--- src/rtl/hazard_stall_controller.sv ---
// Pipeline hazard controller: load-use detection, mult/div occupancy, branch flush.
// Define HAZ_STATS_EN to build the saturating stall-cycle counter; otherwise StallCount is 0.
module hazard_stall_controller #(
  parameter int MD_LATENCY = 32,
  parameter int CNT_W      = 6,
  parameter int STAT_W     = 16
) (
  input  logic              clk,
  input  logic              rst_n,
  input  logic              ID_Ex_MemRead,
  input  logic [4:0]        ID_Ex_Rt,
  input  logic [4:0]        IF_Id_Rs,
  input  logic [4:0]        IF_Id_Rt,
  input  logic              IF_Id_UsesRt,
  input  logic              IF_Id_MdStart,
  input  logic              IF_Id_MdRead,
  input  logic              Ex_BranchTaken,
  output logic              PCWrite,
  output logic              IF_IdWrite,
  output logic              IF_IdFlush,
  output logic              ID_ExBubble,
  output logic              MdBusy,
  output logic [STAT_W-1:0] StallCount
);

  typedef enum logic {RUN, MD_BUSY} state_t;

  state_t           state, stateNxt;
  logic [CNT_W-1:0] mdCnt, mdCntNxt;
  logic             loadUse, mdHazard, stall, mdAccept;

  assign MdBusy   = (state == MD_BUSY);
  assign loadUse  = ID_Ex_MemRead & (ID_Ex_Rt != 5'd0) &
                    ((ID_Ex_Rt == IF_Id_Rs) | (IF_Id_UsesRt & (ID_Ex_Rt == IF_Id_Rt)));
  assign mdHazard = MdBusy & (IF_Id_MdRead | IF_Id_MdStart);
  assign stall    = (loadUse | mdHazard) & ~Ex_BranchTaken;
  assign mdAccept = IF_Id_MdStart & ~stall & ~Ex_BranchTaken;

  always_ff @(posedge clk or negedge rst_n) begin
    if (!rst_n) begin
      state <= RUN;
      mdCnt <= '0;
    end else begin
      state <= stateNxt;
      mdCnt <= mdCntNxt;
    end
  end

  // Countdown keeps running through stalls and flushes; the op already left ID.
  always_comb begin
    stateNxt = state;
    mdCntNxt = mdCnt;
    case (state)
      RUN: if (mdAccept) begin
        stateNxt = MD_BUSY;
        mdCntNxt = CNT_W'(MD_LATENCY);
      end
      MD_BUSY: begin
        mdCntNxt = mdCnt - CNT_W'(1);
        if (mdCnt == CNT_W'(1)) stateNxt = RUN;
      end
      default: stateNxt = RUN;
    endcase
  end

  always_comb begin
    PCWrite     = 1'b1;
    IF_IdWrite  = 1'b1;
    IF_IdFlush  = 1'b0;
    ID_ExBubble = 1'b0;
    if (!rst_n) begin
      PCWrite     = 1'b0;
      IF_IdWrite  = 1'b0;
      IF_IdFlush  = 1'b1;
      ID_ExBubble = 1'b1;
    end else if (Ex_BranchTaken) begin
      IF_IdFlush  = 1'b1;
      ID_ExBubble = 1'b1;
    end else if (stall) begin
      PCWrite     = 1'b0;
      IF_IdWrite  = 1'b0;
      ID_ExBubble = 1'b1;
    end
  end

`ifdef HAZ_STATS_EN
  always_ff @(posedge clk or negedge rst_n) begin
    if (!rst_n)                        StallCount <= '0;
    else if (stall && (~StallCount != '0)) StallCount <= StallCount + STAT_W'(1);
  end
`else
  assign StallCount = '0;
`endif

endmodule

--- config.mk ---
export PLATFORM = sky130hd
export DESIGN_NAME = hazard_stall_controller
export DESIGN_NICKNAME = d
export VERILOG_FILES = /design/src/rtl/hazard_stall_controller.sv
export SDC_FILE = /design/constraint.sdc
export NUM_CORES = 1
export LEC_CHECK = 0
export BUFFER_PORTS_ARGS = -buffer_cell sky130_fd_sc_hd__buf_4
export CAP_MARGIN = 25
export CORE_UTILIZATION = 43
export CTS_BUF_LIST = sky130_fd_sc_hd__clkbuf_16
export DETAILED_ROUTE_END_ITERATION = 12
export PLACE_DENSITY_LB_ADDON = 0.1
export SETUP_SLACK_MARGIN = 0.2
export SYNTH_ARGS = -nofsm -noshare
export SYNTH_HDL_FRONTEND = slang
export SYNTH_SLANG_ARGS = --single-unit
export TNS_END_PERCENT = 100
--- constraint.sdc ---
create_clock -name clk -period 4.9 [get_ports clk]
set_clock_uncertainty 0.2 [all_clocks]
set_input_delay 0.98 -clock clk [delete_from_list [all_inputs] [get_ports clk]]
set_output_delay 0.98 -clock clk [all_outputs]
set_load 0.03 [all_outputs]
# Word-level counts from Yosys, hierarchy flattened
# Index checks and enable logic that the tools add are counted.
# W data, S select, Z words.
# totals
register_bits,7
elab_cells,34
# op_classes
add_sub_neg,1
n_eq_ne,4
muxes,13
n_bitwise,13
reduce_logical,1
# ops
cell,count
$pmux W6 S2,1
$eq A5 B5 Y1,2
$mux W1,10
$and A1 B1 Y1,7
$eq A6 B1 Y1 const B,1
$mux W6,1
$sub A6 B1 Y6 const B,1
$reduce_bool A5 Y1,1
$not A1 Y1,3
$or A1 B1 Y1,3
$ne A2 B2 Y1 const B,1
$pmux W1 S2,1

# Longest topological paths before layout
# Gate-level depths: netlist (run 1).
# depth
word_depth,11
ltp_mapped,6
ltp_nobuf,5

# Worst setup path after synthesis (run 1)
# No wires, ideal clock.
# synth_timing
path_type,input-to-output
startpoint,in ID_Ex_Rt[1]
endpoint,out PCWrite
arrival_time_ps,2850
required_ps,3720
path_slack_ps,870
stages,5
n_path_buf,1
path_cell_list,or4_1 o21a_1 and2_4 o21ai_0 buf_4
# synth_between
elab_chain_len,9
word_cells_on_any_way,12
# synth_lines
item,line,source
from (decl),11,"input logic [4:0] ID_Ex_Rt,"
$eq A5 B5 Y1,34,((ID_Ex_Rt == IF_Id_Rs) | (IF_Id_UsesRt & (ID_Ex_Rt == IF_Id_Rt)));
$and A1 B1 Y1,34,
$or A1 B1 Y1,34,
$and A1 B1 Y1 (*),33,assign loadUse = ID_Ex_MemRead & (ID_Ex_Rt != 5'd0) &
$or A1 B1 Y1 (*),36,assign stall = (loadUse | mdHazard) & ~Ex_BranchTaken;
$and A1 B1 Y1 (*),36,
$mux W1 (*) (3 in a row),-,
to (decl),18,"output logic PCWrite,"
# Mark *: on every way between the ends. The rest lies on a longest branch, timed or not.

# Final worst setup path (run 1)
# layout_timing
startpoint,in ID_Ex_Rt[1]
endpoint,out ID_ExBubble
# layout_between
elab_chain_len,9
word_cells_on_any_way,12
# layout_lines
item,line,source
$eq A5 B5 Y1,34,
$and A1 B1 Y1,34,
$or A1 B1 Y1,34,
$and A1 B1 Y1 (*),33,
$or A1 B1 Y1 (*),36,
$and A1 B1 Y1 (*),36,
$mux W1 (*),79,end else if (stall) begin
$mux W1 (*),76,end else if (Ex_BranchTaken) begin
$mux W1 (*),71,if (!rst_n) begin
to (decl),21,"output logic ID_ExBubble,"
# Marked as above.

==> results_dict.tcl, run 1 <==
set metrics [dict create \
    wl_mm 1.20 \
    cts_root_buf "clkbuf_16" \
    wl_per_cell_um 10.0 \
    switchingPower_uw 150 \
    seq_area_frac_synth_pct 27.1 \
    run_status "finished clean" \
    cts_hold_buf 0 \
    p_seq_share_pct 29.0 \
    io_pins 43 \
    cts_max_path_buffers 2 \
    fillers 125 \
    clkLatencyLatePin_ns 0.23 \
    via_per_inst 4.52 \
    crit_type "input pin to output pin" \
    die_x_um 40.8 \
    grt_overflow 0 \
    layout.nets 130 \
    route.detailed.drc 0 \
    grt_use_total_pct 16.6 \
    syn_area_per_cell_sq_um 8.29 \
    core_sq_um 1350 \
    max_cap_viol_count 0 \
    setup_viol 0 \
    synth_top_family_by_area "buffers and inverters" \
    grt_max_degree 12 \
    grt_pass1_vias 439 \
    drv_slew 0 \
    gp_congestion 0.809 \
    initial_utilization_pct 47.9 \
    synthXorXnorAreaFrac_pct 17.6 \
    yosys.area_share.simple_pct 19.9 \
    max_freq_ghz 0.275 \
    swShare_pct 35.8 \
    synth_top_area_share_pct 27.1 \
    die_y_um 40.8 \
    clock-sinks 7 \
    worst_slack_ns 1.26 \
    maxSlewHeadroom_pct 65.2 \
    internal_power_uw 268 \
    fp-row-count 13 \
    num_vias 542 \
    synth_cells 78 \
    critPathRequiredTime_ns 3.72 \
    synth_area_leaders "dfrtp_1, buf_4, xnor2_1" \
    min_period_over_period_pct 74.3 \
    cts_setup_buffers 0 \
    start_kind "input pin" \
    yosysUniqueCellTypes 27 \
    fin_tns_setup_ns 0 \
    synth_mux_area_share_pct 0 \
    dp_hpwl_um 987 \
    synthToLayoutAreaGrowth_pct 33.7 \
    crit_fanout 3 \
    dp_slack_ns 1.26 \
    postRouteAntennaNets 0 \
    rsz0062_at_grt "false" \
    synth_fa_ha_area_share_pct 3.87 \
    cts_tree "built" \
    cp.arrival_ns 2.46 \
    hp-class "flip-flop to flip-flop" \
    numCtsBuffers 3 \
    ys_ff_latch 7 \
    irDropWorstVdd_mv 0.430 \
    antenna_cells 0 \
    syn_area_sq_um 647 \
    first_pass_iters 4 \
    htreeDepth 1 \
    die-area_sq_um 1660 \
    combPwrFrac_pct 38.8 \
    worst_pin_slew_ns 0.521 \
    leakagePower_nw 0.421 \
    synth_top_area_cell "dfrtp_1" \
    final_layout_size_suffix_gt1_share_pct 28.6 \
    period_minus_slack_ns 3.64 \
    post_cts_resized 0 \
    synth-compound-area-share_pct 9.48 \
    drtIter0Drc 9 \
    worstSetupEndpointType "output pin" \
    clkPwrFrac_pct 32.3 \
    antenna_found_initial 0 \
    power.density_nw_per_um2 484 \
    final_util_pct 64.0 \
    port_buffers 26 \
    synth_warnings 0 \
    finalHoldViolCount 0 \
    clk_pin_slew_ns 0.04 \
    grt_pass1_wl_mm 1.76 \
]
-- per-stage QoR --
| stage | area (sq um) | hold WS [ns] | cells | total power [mW] |
|---|---|---|---|---|
| finish | 865 | 0.328 | 120 | 0.418 |
| global route | 865 | 0.355 | 120 | 0.454 |
| CTS | 865 | 0.334 | 120 | 0.425 |
| detailed placement | 786 | 0.321 | 116 | 0.284 |
| global placement | 786 | 0.332 | 116 | 0.282 |
| floorplan | 703 | 0.287 | 93 | 0.248 |
-- cells in the final DEF (no fill, tap or decap), drive strengths merged --
cell     n
conb    16
clkbuf   3
buf     26
nor4b    1
ha       2
nand3    2
a21o     1
o21bai   1
nor3     1
or4bb    1
or4      1
nand2    7
dfrtp    7
nand4    1
and2     1
a21oi    2
o21a     1
a211oi   1
and3     1
inv      3
xnor2   12
o21ai    3
xor2     1
o22ai    1
or3      1
nor2     7
nand2b   1
-- routing by layer --
metal	vias up	GRT usage, %	share of wire [%]
li1	278	-	-
met1	234	20.6	45
met2	28	26.2	47
met3	2	6.52	6.7
met4	0	5.00	0.58
met5	-	0	0
-- logic make-up (layout without fill, tap and decap cells) --
| group | Yosys count | count (layout) |
|---|---|---|
| flip-flops | 7 | 7 |
| other | 1 | 16 |
| AND/OR/NAND/NOR | 25 | 25 |
| buffers and inverters | 20 | 32 |
| AO/OA/AOI/OAI | 10 | 10 |
| XOR/XNOR | 13 | 13 |
| adder cells (fa/ha/maj) | 2 | 2 |
-- layout make-up --
class	instances	area [sq um]	share of cell area, %
repair buffers	26	195	22.6
flip-flops and latches	7	175	20.3
clock inverters	1	3.75	0.434
well taps	15	18.8	2.17
inverters	2	7.51	0.868
clock buffers	3	75.1	8.68
multi-input cells	66	389	45.0
-- worst max-delay path, cell delays in order --
cell	delay [ns]
buf_4	0.12
or4_1	0.51
o21a_1	0.20
and2_4	0.14
or3_1	0.33
buf_4	0.17
-- power groups by stage --
stage	clock (mW)	combinational (mW)	sequential [mW]
finish	0.135	0.162	0.121
global route	0.141	0.186	0.127
CTS	0.139	0.164	0.121
detailed placement	0	0.162	0.122
global placement	0	0.162	0.120
floorplan	0	0.133	0.115
-- final timing paths --
kind	from	endpoint	slack [ns]	depth (start not counted)
max in group asynchronous	rst_n	mdCnt[0]	4.00	1
min reg2reg	mdCnt[5]	mdCnt[5]	0.33	2
min	mdCnt[5]	mdCnt[5]	0.33	2
max	ID_Ex_Rt[1]	ID_ExBubble	1.26	6
min in group asynchronous	rst_n	mdCnt[5]	0.37	1
max reg2reg	MdBusy	mdCnt[5]	3.24	4
-- cells in the mapped netlist, drive strengths merged --
library cell,instances
nand2b,1
dfrtp,7
o21a,1
o21ai,3
or4,1
inv,2
a21o,1
nor4b,1
nand4,1
clkbuf,1
nor2,7
and3,1
conb,1
and2,1
xor2,1
xnor2,12
ha,2
or4bb,1
o22ai,1
buf,17
nand3,2
nand2,7
or3,1
o21bai,1
a21oi,2
a211oi,1
nor3,1
-- sequential cells by signal, summed over array words and instances, names as in the netlist --
signal and cells:
mdCnt 6, MdBusy 1
Power figures use the tool's default switching activity.
==> inputs of run 2 (changes only) <==
--- a/config.mk
+++ b/config.mk
@@ -7,7 +7,7 @@
 export LEC_CHECK = 0
 export BUFFER_PORTS_ARGS = -buffer_cell sky130_fd_sc_hd__buf_4
 export CAP_MARGIN = 25
-export CORE_UTILIZATION = 43
+export CORE_UTILIZATION = 36
 export CTS_BUF_LIST = sky130_fd_sc_hd__clkbuf_16
 export DETAILED_ROUTE_END_ITERATION = 12
 export PLACE_DENSITY_LB_ADDON = 0.1
==> constraint.sdc (replaced) <==
create_clock -name clk -period 2.9 [get_ports clk]
set_clock_uncertainty 0.2 [all_clocks]
set_input_delay 0.58 -clock clk [delete_from_list [all_inputs] [get_ports clk]]
set_output_delay 0.58 -clock clk [all_outputs]
set_load 0.03 [all_outputs]
==> run 2 against run 1 <==
  * Non-clock buffer count rose by 5
  * Clock power rose by 70%
  * Total power rose by 73%
  * Combinational power rose by 81%
  * Worst setup slack got worse by 1.2 ns
  * Critical endpoint unchanged
  * Global-route usage fell by 1.4 points
  * Design area rose by 11%
  * Sequential cell count did not move
  * Die area rose by 18%
  * Sequential share of layout area fell by 2.0 points
  * Count of clock-buffer cells in the layout did not move
  * Highest routed layer unchanged
==> results_dict.tcl, run 2 (synthesis gave the netlist of run 1 again) <==
set metrics [dict create \
    run_status "finished clean" \
    hold_slack_ns 0.318 \
    die_y_um 44.4 \
    maxSlewHeadroom_pct 64.3 \
    drtIter0Drc 2 \
    clk_pin_slew_ns 0.03 \
    first_pass_iters 3 \
    antenna_cells 0 \
    numCtsBuffers 3 \
    largest_register "mdCnt" \
    fin_tns_setup_ns 0 \
    grt_use_total_pct 15.2 \
    layout_common_cells "buf_4, conb_1, xnor2_1" \
    post-route-cell-area_sq_um 958 \
    setup_viol 0 \
    max_cap_viol_count 0 \
    ff2ff_setup_slack_ns 1.25 \
    core_sq_um 1590 \
    final_layout_size_suffix_gt1_share_pct 33.6 \
    dp_hpwl_um 965 \
    min_delay_path_depth 2 \
    layout.nets 135 \
    via_per_inst 4.25 \
    crit_type "input pin to output pin" \
    wl_mm 1.20 \
    grt_overflow 0 \
    worstSetupEndpointType "output pin" \
    route.detailed.drc 0 \
    die-area_sq_um 1970 \
    r2r-start "MdBusy" \
    cts_max_path_buffers 2 \
    power.density_nw_per_um2 756 \
    final_common_cell "buf_4" \
    cts_root_buf "clkbuf_16" \
    antenna_found_initial 0 \
    synthToLayoutAreaGrowth_pct 48.2 \
    die_x_um 44.4 \
    initial_utilization_pct 40.6 \
    clkLatencyLatePin_ns 0.23 \
    hp-class "flip-flop to flip-flop" \
    gp_congestion 0.741 \
    grt_max_degree 12 \
    largest_register_ffs 6 \
    port_buffers 26 \
    max_freq_ghz 0.357 \
    min_period_over_period_pct 96.5 \
    start_kind "input pin" \
    wl_per_cell_um 8.99 \
    crit_fanout 2 \
    grt_pass1_wl_mm 2.19 \
    finalHoldViolCount 0 \
    drv_slew 0 \
    irDropWorstVdd_mv 0.356 \
    fp-row-count 14 \
    grt_pass1_vias 575 \
    clock-sinks 7 \
    min_from "mdCnt[5]" \
    worst_pin_slew_ns 0.536 \
    num_vias 569 \
    postRouteAntennaNets 0 \
    rsz0062_at_grt "true" \
    htreeDepth 1 \
    critPathRequiredTime_ns 2.12 \
    cts_tree "built" \
    io_pins 43 \
    r2r_cells 4 \
    cp.arrival_ns 2.02 \
    min_to "mdCnt[5]" \
    r2r_end "mdCnt[5]" \
    placed_cell_area_sq_um 816 \
    period_minus_slack_ns 2.80 \
    leakagePower_nw 0.459 \
]
run 2: worst max-delay path by stage:
stage | start | to
2_1_floorplan | ID_Ex_Rt[1] | ID_ExBubble
3_3_place_gp | ID_Ex_Rt[1] | ID_ExBubble
3_5_place_dp | ID_Ex_Rt[1] | ID_ExBubble
4_1_cts | ID_Ex_Rt[4] | ID_ExBubble
5_1_grt | ID_Ex_Rt[4] | ID_ExBubble
6_report | ID_Ex_Rt[4] | ID_ExBubble
run 2: cell type report:
| type | count | area [sq um] |
|---|---|---|
| clock buffer | 3 | 75.1 |
| tap | 24 | 30.0 |
| inverter | 2 | 7.51 |
| sequential | 7 | 175 |
| multi-input combinational | 66 | 409 |
| fill | 153 | 636 |
| clock inverter | 1 | 3.75 |
| timing repair buffer | 31 | 258 |
run 2: critical path, stage by stage:
cell and delay [ns]:
buf_8 0.09, or4_4 0.52, o21a_1 0.19, and2_4 0.14
or3_4 0.36, buf_6 0.14
run 2: timing repair:
action	CTS	global route
hold endpoints to repair	7	0
gates resized for setup	7	1
pin swaps	4	2
hold buffers	1	0
setup endpoints to repair	3	3
buffers inserted	2	1
run 2: layer usage:
metal	up-vias	GRT usage, %	wire length [um]
met1	245	16.7	462
li1	290	-	-
met4	0	5.45	19
met2	30	27.1	624
met3	4	5.31	97
met5	-	0	0
run 2: metrics by stage:
step,power [mW],std cells,utilization (%),setup slack (ns)
detailed placement,0.485,126,51.2,0.0498
global route,0.782,134,60.1,0.0737
global placement,0.482,126,51.2,0.0614
floorplan,0.423,93,-,0.221
CTS,0.731,133,59.3,0.0598
finish,0.725,134,60.1,0.103
run 2: power breakdown:
| part | switching [mW] | leakage, nW | internal [mW] |
|---|---|---|---|
| combinational | 0.153 | 0.337 | 0.141 |
| sequential | 0.0542 | 0.0801 | 0.148 |
| clock | 0.0495 | 0.0423 | 0.179 |
==> inputs of run 3 (changes only) <==
--- a/config.mk
+++ b/config.mk
@@ -6,11 +6,11 @@
 export NUM_CORES = 1
 export LEC_CHECK = 0
 export BUFFER_PORTS_ARGS = -buffer_cell sky130_fd_sc_hd__buf_4
-export CAP_MARGIN = 25
+export CAP_MARGIN = 15
 export CORE_UTILIZATION = 36
 export CTS_BUF_LIST = sky130_fd_sc_hd__clkbuf_16
 export DETAILED_ROUTE_END_ITERATION = 12
-export PLACE_DENSITY_LB_ADDON = 0.1
+export PLACE_DENSITY = 0.83
 export SETUP_SLACK_MARGIN = 0.2
 export SYNTH_ARGS = -nofsm -noshare
 export SYNTH_HDL_FRONTEND = slang
==> run 3 against run 2 <==
  * First-iteration DRC count grew to 4.0 times the previous value
  * Global-route usage grew 0.70 points
  * Total power grew 1.5%
  * Sequential cell count is the same
  * Via count grew 1.1%
  * Critical path depth is the same
  * Clock power grew 3%
  * Largest cell class unchanged
  * Highest routed layer unchanged
==> results_dict.tcl, run 3 (synthesis gave the netlist of run 1 again) <==
set metrics [dict create \
    crit_fanout 2 \
    maxSlewHeadroom_pct 64.0 \
    io_pins 43 \
    gp_congestion 0.811 \
    max_freq_ghz 0.358 \
    min_delay_path_depth 2 \
    grt_overflow 0 \
    layout.nets 135 \
    antenna_cells 0 \
    drtIter0Drc 8 \
    hp-class "flip-flop to flip-flop" \
    die-area_sq_um 1970 \
    setup_viol 0 \
    clkLatencyLatePin_ns 0.23 \
    power.density_nw_per_um2 768 \
    critPathRequiredTime_ns 2.12 \
    layout_common_cells "buf_4, conb_1, xnor2_1" \
    min_period_over_period_pct 96.4 \
    wl_per_cell_um 10.2 \
    run_status "finished clean" \
    r2r-start "MdBusy" \
    grt_pass1_vias 600 \
    via_per_inst 4.29 \
    combPwrFrac_pct 40.3 \
    worstSetupEndpointType "output pin" \
    die_y_um 44.4 \
    largest_register_ffs 6 \
    die_x_um 44.4 \
    grt_use_total_pct 15.9 \
    numCtsBuffers 3 \
    start_kind "input pin" \
    min_from "mdCnt[5]" \
    largest_register "mdCnt" \
    postRouteAntennaNets 0 \
    cts_max_path_buffers 2 \
    dp_hpwl_mm 1.05 \
    route.detailed.drc 0 \
    clock-sinks 7 \
    grt_max_degree 12 \
    ff2ff_setup_slack_ns 1.24 \
    final_common_cell "buf_4" \
    rsz0062_at_grt "true" \
    port_buffers 26 \
    fin_tns_setup_ns 0 \
    drv_slew 0 \
    r2r_cells 4 \
    period_minus_slack_ns 2.79 \
    worst_pin_slew_ns 0.540 \
    hold_slack_ns 0.335 \
    final_layout_size_suffix_gt1_share_pct 33.6 \
    wl_mm 1.37 \
    crit_type "input pin to output pin" \
    swShare_pct 36.3 \
    grt_pass1_wl_mm 2.23 \
    irDropWorstVdd_mv 0.345 \
    leakagePower_nw 0.459 \
    r2r_end "mdCnt[5]" \
    first_pass_iters 2 \
    finalHoldViolCount 0 \
    switchingPower_uw 267 \
    cp.arrival_ns 2.01 \
    cts_root_buf "clkbuf_16" \
    min_to "mdCnt[5]" \
    internal_power_uw 469 \
    synthToLayoutAreaGrowth_pct 48.2 \
    final_util_pct 60.1 \
    antenna_found_initial 0 \
    max_cap_viol_count 0 \
    initial_utilization_pct 40.6 \
    cts_tree "built" \
    p_seq_share_pct 27.7 \
    fp-row-count 14 \
    htreeDepth 1 \
    clkPwrFrac_pct 32.0 \
    clk_pin_slew_ns 0.04 \
    core_sq_um 1590 \
    num_vias 575 \
]
==> run 3: power by group through the flow <==
stage               sequential (mW)  clock, mW  combinational, mW
floorplan                     0.194          0              0.229
finish                        0.204      0.236              0.296
global placement              0.202          0              0.273
detailed placement            0.203          0              0.282
CTS                           0.204      0.240              0.291
global route                  0.214      0.246              0.331
==> run 3: timing repair <==
action | CTS | global route
hold buffers | 1 | 0
endpoints found under the hold margin | 7 | 0
pin swaps | 3 | 3
endpoints found under the setup margin | 1 | 3
buffers inserted | 3 | 1
resized for setup | 5 | 3
==> run 3: worst max-delay path by stage <==
stage	startpoint	endpoint
floorplan	ID_Ex_Rt[1]	ID_ExBubble
global placement	ID_Ex_Rt[1]	ID_ExBubble
detailed placement	ID_Ex_Rt[1]	ID_ExBubble
CTS	ID_Ex_Rt[4]	ID_ExBubble
global route	ID_Ex_Rt[4]	ID_ExBubble
finish	ID_Ex_Rt[4]	ID_ExBubble
==> run 3: layout make-up <==
class	count	area, sq um
clock inverter	1	3.75
multi-input combinational	66	409
tap	24	30.0
inverter	2	7.51
fill	135	636
sequential	7	175
timing repair buffer	31	258
clock buffer	3	75.1
==> run 3: metal layers <==
layer  vias up  part of all wire (%)  GRT usage [%]
li1        286                     -              -
met1       255                    35           13.0
met5         -                     0              0
met4         0                   1.8           7.27
met3         4                   6.7           4.90
met2        30                    56           33.2
==> run 3: critical path, cell delays in order <==
cell and delay, ns:
buf_8 0.10, or4_4 0.51, o21a_1 0.19, and2_4 0.14, or3_4 0.36, buf_6 0.14
==> run 3: stage by stage <==
| step | worst slack (ns) | power, mW | instances | cell area (sq um) |
|---|---|---|---|---|
| 5_1_grt | 0.0829 | 0.791 | 134 | 958 |
| 3_5_place_dp | 0.0397 | 0.486 | 125 | 808 |
| 4_1_cts | 0.0695 | 0.734 | 133 | 940 |
| 3_3_place_gp | 0.0555 | 0.474 | 125 | 808 |
| 6_report | 0.106 | 0.736 | 134 | 958 |
| 2_1_floorplan | 0.221 | 0.423 | 93 | 714 |
